===== src/rtl/cond_route_demux_if.sv =====
//------------------------------------------------------------------------------
// Module : cond_route_demux_if
// Brief  : Input beat, three routed output channels and stats counters.
// Rev    : 1.0
//------------------------------------------------------------------------------
`default_nettype none

interface cond_route_demux_if #(
    parameter int CW    = 4,
    parameter int DW    = 2,
    parameter int CNT_W = 8
);
    logic [CW-1:0]    y;
    logic [CW-1:0]    z;
    logic [DW-1:0]    a;
    logic             in_valid;
    logic             in_ready;
    logic [DW-1:0]    b;
    logic [DW-1:0]    c;
    logic [DW-1:0]    d;
    logic             b_valid;
    logic             c_valid;
    logic             d_valid;
    logic             b_ready;
    logic             c_ready;
    logic             d_ready;
    logic [1:0]       last_sel;
    logic [CNT_W-1:0] b_cnt;
    logic [CNT_W-1:0] c_cnt;
    logic [CNT_W-1:0] d_cnt;

    modport master (
        output y, z, a, in_valid, b_ready, c_ready, d_ready,
        input  in_ready, b, c, d, b_valid, c_valid, d_valid, last_sel,
        input  b_cnt, c_cnt, d_cnt
    );

    modport slave (
        input  y, z, a, in_valid, b_ready, c_ready, d_ready,
        output in_ready, b, c, d, b_valid, c_valid, d_valid, last_sel,
        output b_cnt, c_cnt, d_cnt
    );
endinterface

`default_nettype wire


===== src/rtl/cond_route_demux.sv =====
//------------------------------------------------------------------------------
// Module : cond_route_demux
// Brief  : Routes word a to channel b (y<z), c (y>z) or d (y==z), one slot each.
//          Macro COND_ROUTE_STATS_EN enables saturating per-channel counters.
// Rev    : 1.0
//------------------------------------------------------------------------------
`default_nettype none

module cond_route_demux #(
    parameter int CW    = 4,
    parameter int DW    = 2,
    parameter int CNT_W = 8
) (
    input  wire                    clock,
    input  wire                    reset_n,
    cond_route_demux_if.slave      bus
);

    typedef enum logic [0:0] {
        EMPTY = 1'b0,
        FULL  = 1'b1
    } slot_e;

    logic [CW-1:0] w_y;
    logic [CW-1:0] w_z;
    logic [1:0]    w_sel;
    logic [2:0]    w_sel_oh;
    logic [2:0]    w_full;
    logic [2:0]    w_rdy;
    logic          w_in_ready;
    logic          w_accept;
    logic [1:0]    r_last_sel;

    assign w_y = bus.y;
    assign w_z = bus.z;

    // Priority compare: less-than wins, then greater-than, equality last.
    always_comb begin
        w_sel = 2'd2;
        if (w_y < w_z) begin
            w_sel = 2'd0;
        end else if (w_y > w_z) begin
            w_sel = 2'd1;
        end
    end

    assign w_sel_oh   = {w_sel == 2'd2, w_sel == 2'd1, w_sel == 2'd0};
    assign w_rdy      = {bus.d_ready, bus.c_ready, bus.b_ready};
    assign w_in_ready = |(w_sel_oh & (~w_full | w_rdy));
    assign w_accept   = bus.in_valid & w_in_ready;

    for (genvar i = 0; i < 3; i++) begin : g_chan
        slot_e          r_state;
        slot_e          w_state_nxt;
        logic [DW-1:0]  r_data;
        logic           w_acc;
        logic           w_drain;

        assign w_acc   = w_accept & w_sel_oh[i];
        assign w_drain = (r_state == FULL) & w_rdy[i];

        always_ff @(posedge clock or negedge reset_n) begin
            if (!reset_n) begin
                r_state <= EMPTY;
            end else begin
                r_state <= w_state_nxt;
            end
        end

        // A same-cycle accept overrides the drain so the slot passes through.
        always_comb begin
            w_state_nxt = r_state;
            case (r_state)
                EMPTY:   if (w_acc) w_state_nxt = FULL;
                FULL:    if (w_drain && !w_acc) w_state_nxt = EMPTY;
                default: w_state_nxt = EMPTY;
            endcase
        end

        always_ff @(posedge clock or negedge reset_n) begin
            if (!reset_n) begin
                r_data <= '0;
            end else if (w_acc) begin
                r_data <= bus.a;
            end
        end

`ifdef COND_ROUTE_STATS_EN
        logic [CNT_W-1:0] r_cnt;

        always_ff @(posedge clock or negedge reset_n) begin
            if (!reset_n) begin
                r_cnt <= '0;
            end else if (w_acc && (r_cnt != {CNT_W{1'b1}})) begin
                r_cnt <= r_cnt + 1'b1;
            end
        end
`endif
    end

    assign w_full = {g_chan[2].r_state == FULL,
                     g_chan[1].r_state == FULL,
                     g_chan[0].r_state == FULL};

    always_ff @(posedge clock or negedge reset_n) begin
        if (!reset_n) begin
            r_last_sel <= 2'd3;
        end else if (w_accept) begin
            r_last_sel <= w_sel;
        end
    end

    assign bus.in_ready = w_in_ready;
    assign bus.b        = g_chan[0].r_data;
    assign bus.c        = g_chan[1].r_data;
    assign bus.d        = g_chan[2].r_data;
    assign bus.b_valid  = w_full[0];
    assign bus.c_valid  = w_full[1];
    assign bus.d_valid  = w_full[2];
    assign bus.last_sel = r_last_sel;

`ifdef COND_ROUTE_STATS_EN
    assign bus.b_cnt = g_chan[0].r_cnt;
    assign bus.c_cnt = g_chan[1].r_cnt;
    assign bus.d_cnt = g_chan[2].r_cnt;
`else
    assign bus.b_cnt = '0;
    assign bus.c_cnt = '0;
    assign bus.d_cnt = '0;
`endif

endmodule

`default_nettype wire


===== src/flat_wrapper.sv =====
// flat-port wrapper written by rule: the top's interface ports become plain ports
module cond_route_demux_flat 
#(
    parameter int CW    = 4,
    parameter int DW    = 2,
    parameter int CNT_W = 8
)
  (clock, reset_n, bus_y, bus_z, bus_a, bus_in_valid, bus_b_ready, bus_c_ready, bus_d_ready, bus_in_ready, bus_b, bus_c, bus_d, bus_b_valid, bus_c_valid, bus_d_valid, bus_last_sel, bus_b_cnt, bus_c_cnt, bus_d_cnt);
  cond_route_demux_if #(.CW(CW), .DW(DW), .CNT_W(CNT_W)) bus_i ();
  input  wire clock;
  input  wire reset_n;
  input wire logic [$bits(bus_i.y)-1:0] bus_y;
  input wire logic [$bits(bus_i.z)-1:0] bus_z;
  input wire logic [$bits(bus_i.a)-1:0] bus_a;
  input wire logic [$bits(bus_i.in_valid)-1:0] bus_in_valid;
  input wire logic [$bits(bus_i.b_ready)-1:0] bus_b_ready;
  input wire logic [$bits(bus_i.c_ready)-1:0] bus_c_ready;
  input wire logic [$bits(bus_i.d_ready)-1:0] bus_d_ready;
  output wire logic [$bits(bus_i.in_ready)-1:0] bus_in_ready;
  output wire logic [$bits(bus_i.b)-1:0] bus_b;
  output wire logic [$bits(bus_i.c)-1:0] bus_c;
  output wire logic [$bits(bus_i.d)-1:0] bus_d;
  output wire logic [$bits(bus_i.b_valid)-1:0] bus_b_valid;
  output wire logic [$bits(bus_i.c_valid)-1:0] bus_c_valid;
  output wire logic [$bits(bus_i.d_valid)-1:0] bus_d_valid;
  output wire logic [$bits(bus_i.last_sel)-1:0] bus_last_sel;
  output wire logic [$bits(bus_i.b_cnt)-1:0] bus_b_cnt;
  output wire logic [$bits(bus_i.c_cnt)-1:0] bus_c_cnt;
  output wire logic [$bits(bus_i.d_cnt)-1:0] bus_d_cnt;
  assign bus_i.y = bus_y;
  assign bus_i.z = bus_z;
  assign bus_i.a = bus_a;
  assign bus_i.in_valid = bus_in_valid;
  assign bus_i.b_ready = bus_b_ready;
  assign bus_i.c_ready = bus_c_ready;
  assign bus_i.d_ready = bus_d_ready;
  assign bus_in_ready = bus_i.in_ready;
  assign bus_b = bus_i.b;
  assign bus_c = bus_i.c;
  assign bus_d = bus_i.d;
  assign bus_b_valid = bus_i.b_valid;
  assign bus_c_valid = bus_i.c_valid;
  assign bus_d_valid = bus_i.d_valid;
  assign bus_last_sel = bus_i.last_sel;
  assign bus_b_cnt = bus_i.b_cnt;
  assign bus_c_cnt = bus_i.c_cnt;
  assign bus_d_cnt = bus_i.d_cnt;
  cond_route_demux #(.CW(CW), .DW(DW), .CNT_W(CNT_W)) u_core (.clock(clock), .reset_n(reset_n), .bus(bus_i));
endmodule

===== config.mk =====
export PLATFORM = sky130hd
export DESIGN_NAME = cond_route_demux_flat
export DESIGN_NICKNAME = d
export VERILOG_FILES = /design/src/rtl/cond_route_demux_if.sv /design/src/rtl/cond_route_demux.sv /design/src/flat_wrapper.sv
export SDC_FILE = /design/constraint.sdc
export NUM_CORES = 1
export LEC_CHECK = 0
export ABC_AREA = 1
export ABC_CLOCK_PERIOD_IN_PS = 1300
export BUFFER_PORTS_ARGS = -buffer_cell sky130_fd_sc_hd__buf_2
export CAP_MARGIN = 20
export CORE_ASPECT_RATIO = 1.25
export CORE_UTILIZATION = 41
export DETAILED_ROUTE_END_ITERATION = 6
export PLACE_DENSITY_LB_ADDON = 0.15
export SLEW_MARGIN = 20
export SYNTH_ARGS = -nofsm -noshare
export SYNTH_HDL_FRONTEND = slang
export SYNTH_SLANG_ARGS = --single-unit

===== constraint.sdc =====
create_clock -name clock -period 1.3 [get_ports clock]
set_input_delay 0.13 -clock clock [delete_from_list [all_inputs] [get_ports clock]]
set_output_delay 0.13 -clock clock [all_outputs]
set_load 0.02 [all_outputs]

==> impl_metrics.csv <==
group,metric,value,unit
cts,clock_sinks,11,
timing,hold_violations,0,
floorplanning,ios,52,
grt,grtUsageTotal,0.133,
placed_design,hpwlAfterDp,1.10,mm
route,via_per_inst,4.39,
route,wire_per_inst,8.79,um
yosys,yosys.area.top_type,"dfrtp_1",
placed_design,gp_congestion,0.672,
timing,drv_slew,0,
grt,grt_pass1_vias,580,
timing,worst_slack,0.0134,ns
yosys,syn_area,803,um^2
worst_setup_path,worstPathRequired,1.17,ns
grt,grt_overflow_total,0,
cts,clkTransAtPathRegs,0.06,ns
cells_and_area,drive_gt1_frac,0.394,
cells_and_area,n_antenna_cell,0,
cts,cts_buffers,3,
yosys,ys_ff_latch,11,
yosys,avgSynthCellArea,8.20,um^2
floorplanning,num_rows,17,
placed_design,placedInstanceArea,898,um^2
grt,antenna_found_initial,0,
timing,min_period_over_period,0.990,
floorplanning,die_x,41.6,um
power,ir_drop,649,uV
timing,clock.fmax,777,MHz
cts,cts_root_buf,"clkbuf_4",
worst_setup_path,worstSetupPathType,"flop to primary output",
cells_and_area,fin_area,982,um^2
yosys,synthCells,98,
power,finalPower,1.23,mW
timing,clock_skew,0.000713,ns
placed_design,dp_cells,145,
timing,setup-tns-final,0,ns
placed_design,numPortBuffers,27,
timing,final-setup-viol-count,0,
route,routed_wl,1.33,mm
route,first_iter_violations,11,
cts,clockBufferDepth,2,
hold_path,min_path_type,"input port to flop",
grt,grt_max_degree,12,
power,powerDensity,1250,nW/um^2
floorplanning,die_y,51.5,um
route,via_count,663,
floorplanning,core-area,1810,um^2
floorplanning,die_area,2140,um^2
cts,h-tree-depth,1,
power,p_leak,0.589,nW
worst_setup_path,worst_setup_path_start_kind,"flop",
cells_and_area,layout.nets,153,
timing,hold_ws,0.0622,ns
floorplanning,initial_core_util,0.444,
cells_and_area,area_growth,22.3,%
cts,cts_tree,"built",
cells_and_area,post-route-util,0.543,
run,maxCapViolCount,0,
timing,rsz0062_at_grt,"true",
worst_setup_path,arrival,1.16,ns
grt,grt_pass1_wl,2.19,mm
route,dr.pass1.iters,4,
worst_setup_path,worst-path-max-fanout,2,
status,outcome,"completed",
route,drc,0,
cells_and_area,stdcell_count,151,
yosys,synth.distinct_cells,20,
yosys,synth_top_area_share,0.280,
timing,min_period,1.29,ns
cts,clock_insertion_delay_worst_skew,0.27,ns
placed_design,pre_cts_ws,-0.236,ns
worst_setup_path,cp-end-kind,"primary output",
worst_setup_path,regToRegSetupSlack,0.12,ns
yosys,synth.area.top_cells,"dfrtp_1 (28%), buf_4 (22%), nand2_1 (12%)",
yosys,yosysWarnings,0,
yosys,ys_seq_area_frac,0.346,
route,antenna_left,0,
## layout by cell type (no fill, tap or decap)
master         instances
a21oi_2                1
buf_2                 26
buf_4                  4
buf_6                  2
clkbuf_1               1
clkbuf_4               3
clkinv_1               1
conb_1                24
dfrtp_1                9
dfstp_2                2
dlygate4sd3_1          1
ha_1                   3
ha_4                   1
inv_1                  9
inv_2                  2
nand2_1               24
nand2_2                2
nand3_2                5
nand3_4                2
nand4_1                6
nor2_2                 1
nor2_4                 1
o211ai_1               1
o21ai_0                1
## routing by layer
layer	vias up	global-route usage	wire, um
li1	326	-	-
met1	295	0.166	555
met2	40	0.224	666
met3	2	0.0106	94
met4	0	0.0806	11
met5	-	0	0
## kinds of logic after synthesis
group                    Yosys count  share of synthesized area
AO/OA/AOI/OAI                      3                     0.0218
other                              1                    0.00467
adder cells (fa/ha/maj)            4                     0.0623
AND/OR/NAND/NOR                   41                      0.265
buffers and inverters             38                      0.301
flip-flops                        11                      0.346
## worst max-delay path: stages (launching register included)
cell      delay, ns
dfrtp_1        0.34
inv_1          0.05
o211ai_1       0.24
nand3_4        0.11
buf_6          0.15
## power breakdown
group | internal [mW] | switching (mW) | total (mW)
Combinational | 0.182 | 0.355 | 0.537
Clock | 0.119 | 0.110 | 0.228
Sequential | 0.430 | 0.0375 | 0.467
## final timing paths
path                            cells past startpoint                          startpoint                                 end
worst min-delay path                                2                         bus_b_ready        u_core.bus.b_valid$_DFF_PN0_
worst max register to register                      6        u_core.bus.b_valid$_DFF_PN0_        u_core.bus.b_valid$_DFF_PN0_
worst max-delay path                                4        u_core.bus.b_valid$_DFF_PN0_                        bus_in_ready
worst min register to register                      2  u_core.bus.last_sel[0]$_DFFE_PN1P_  u_core.bus.last_sel[0]$_DFFE_PN1P_
max in group asynchronous                           2                             reset_n  u_core.bus.last_sel[0]$_DFFE_PN1P_
min in group asynchronous                           2                             reset_n         u_core.bus.d[0]$_DFFE_PN0P_
## repair_timing
item	CTS	global route
pin swaps	2	0
hold endpoints to repair	11	0
gates resized for setup	5	4
setup endpoints to repair	1	11
hold buffers	1	0
setup buffers	1	0
cloned	0	0
## Yosys cell counts
| cell type | number |
|---|---|
| nor2_2 | 2 |
| inv_2 | 2 |
| nand3_2 | 3 |
| o211ai_1 | 1 |
| clkinv_1 | 1 |
| buf_4 | 24 |
| o21ai_0 | 1 |
| ha_1 | 4 |
| inv_1 | 9 |
| conb_1 | 1 |
| nand4_1 | 6 |
| dfstp_2 | 2 |
| nand3_1 | 3 |
| dfrtp_1 | 9 |
| buf_2 | 1 |
| nand3_4 | 1 |
| buf_6 | 1 |
| nand2_2 | 1 |
| a21oi_1 | 1 |
| nand2_1 | 25 |
## state kept, by name, indices dropped and copies added (netlist names)
register	cells
u_core.bus.d	2
u_core.bus.b	2
u_core.bus.d_valid	1
u_core.bus.c_valid	1
u_core.bus.last_sel	2
u_core.bus.b_valid	1
u_core.bus.c	2
## layout make-up
cell class | instances | area, um^2
Timing Repair Buffer | 33 | 193
Sequential cell | 11 | 278
Clock buffer | 4 | 26.3
Multi-Input combinational cell | 72 | 417
Fill cell | 196 | 826
Tap cell | 19 | 23.8
Inverter | 12 | 45.0
Power figures use the tool's default switching activity.
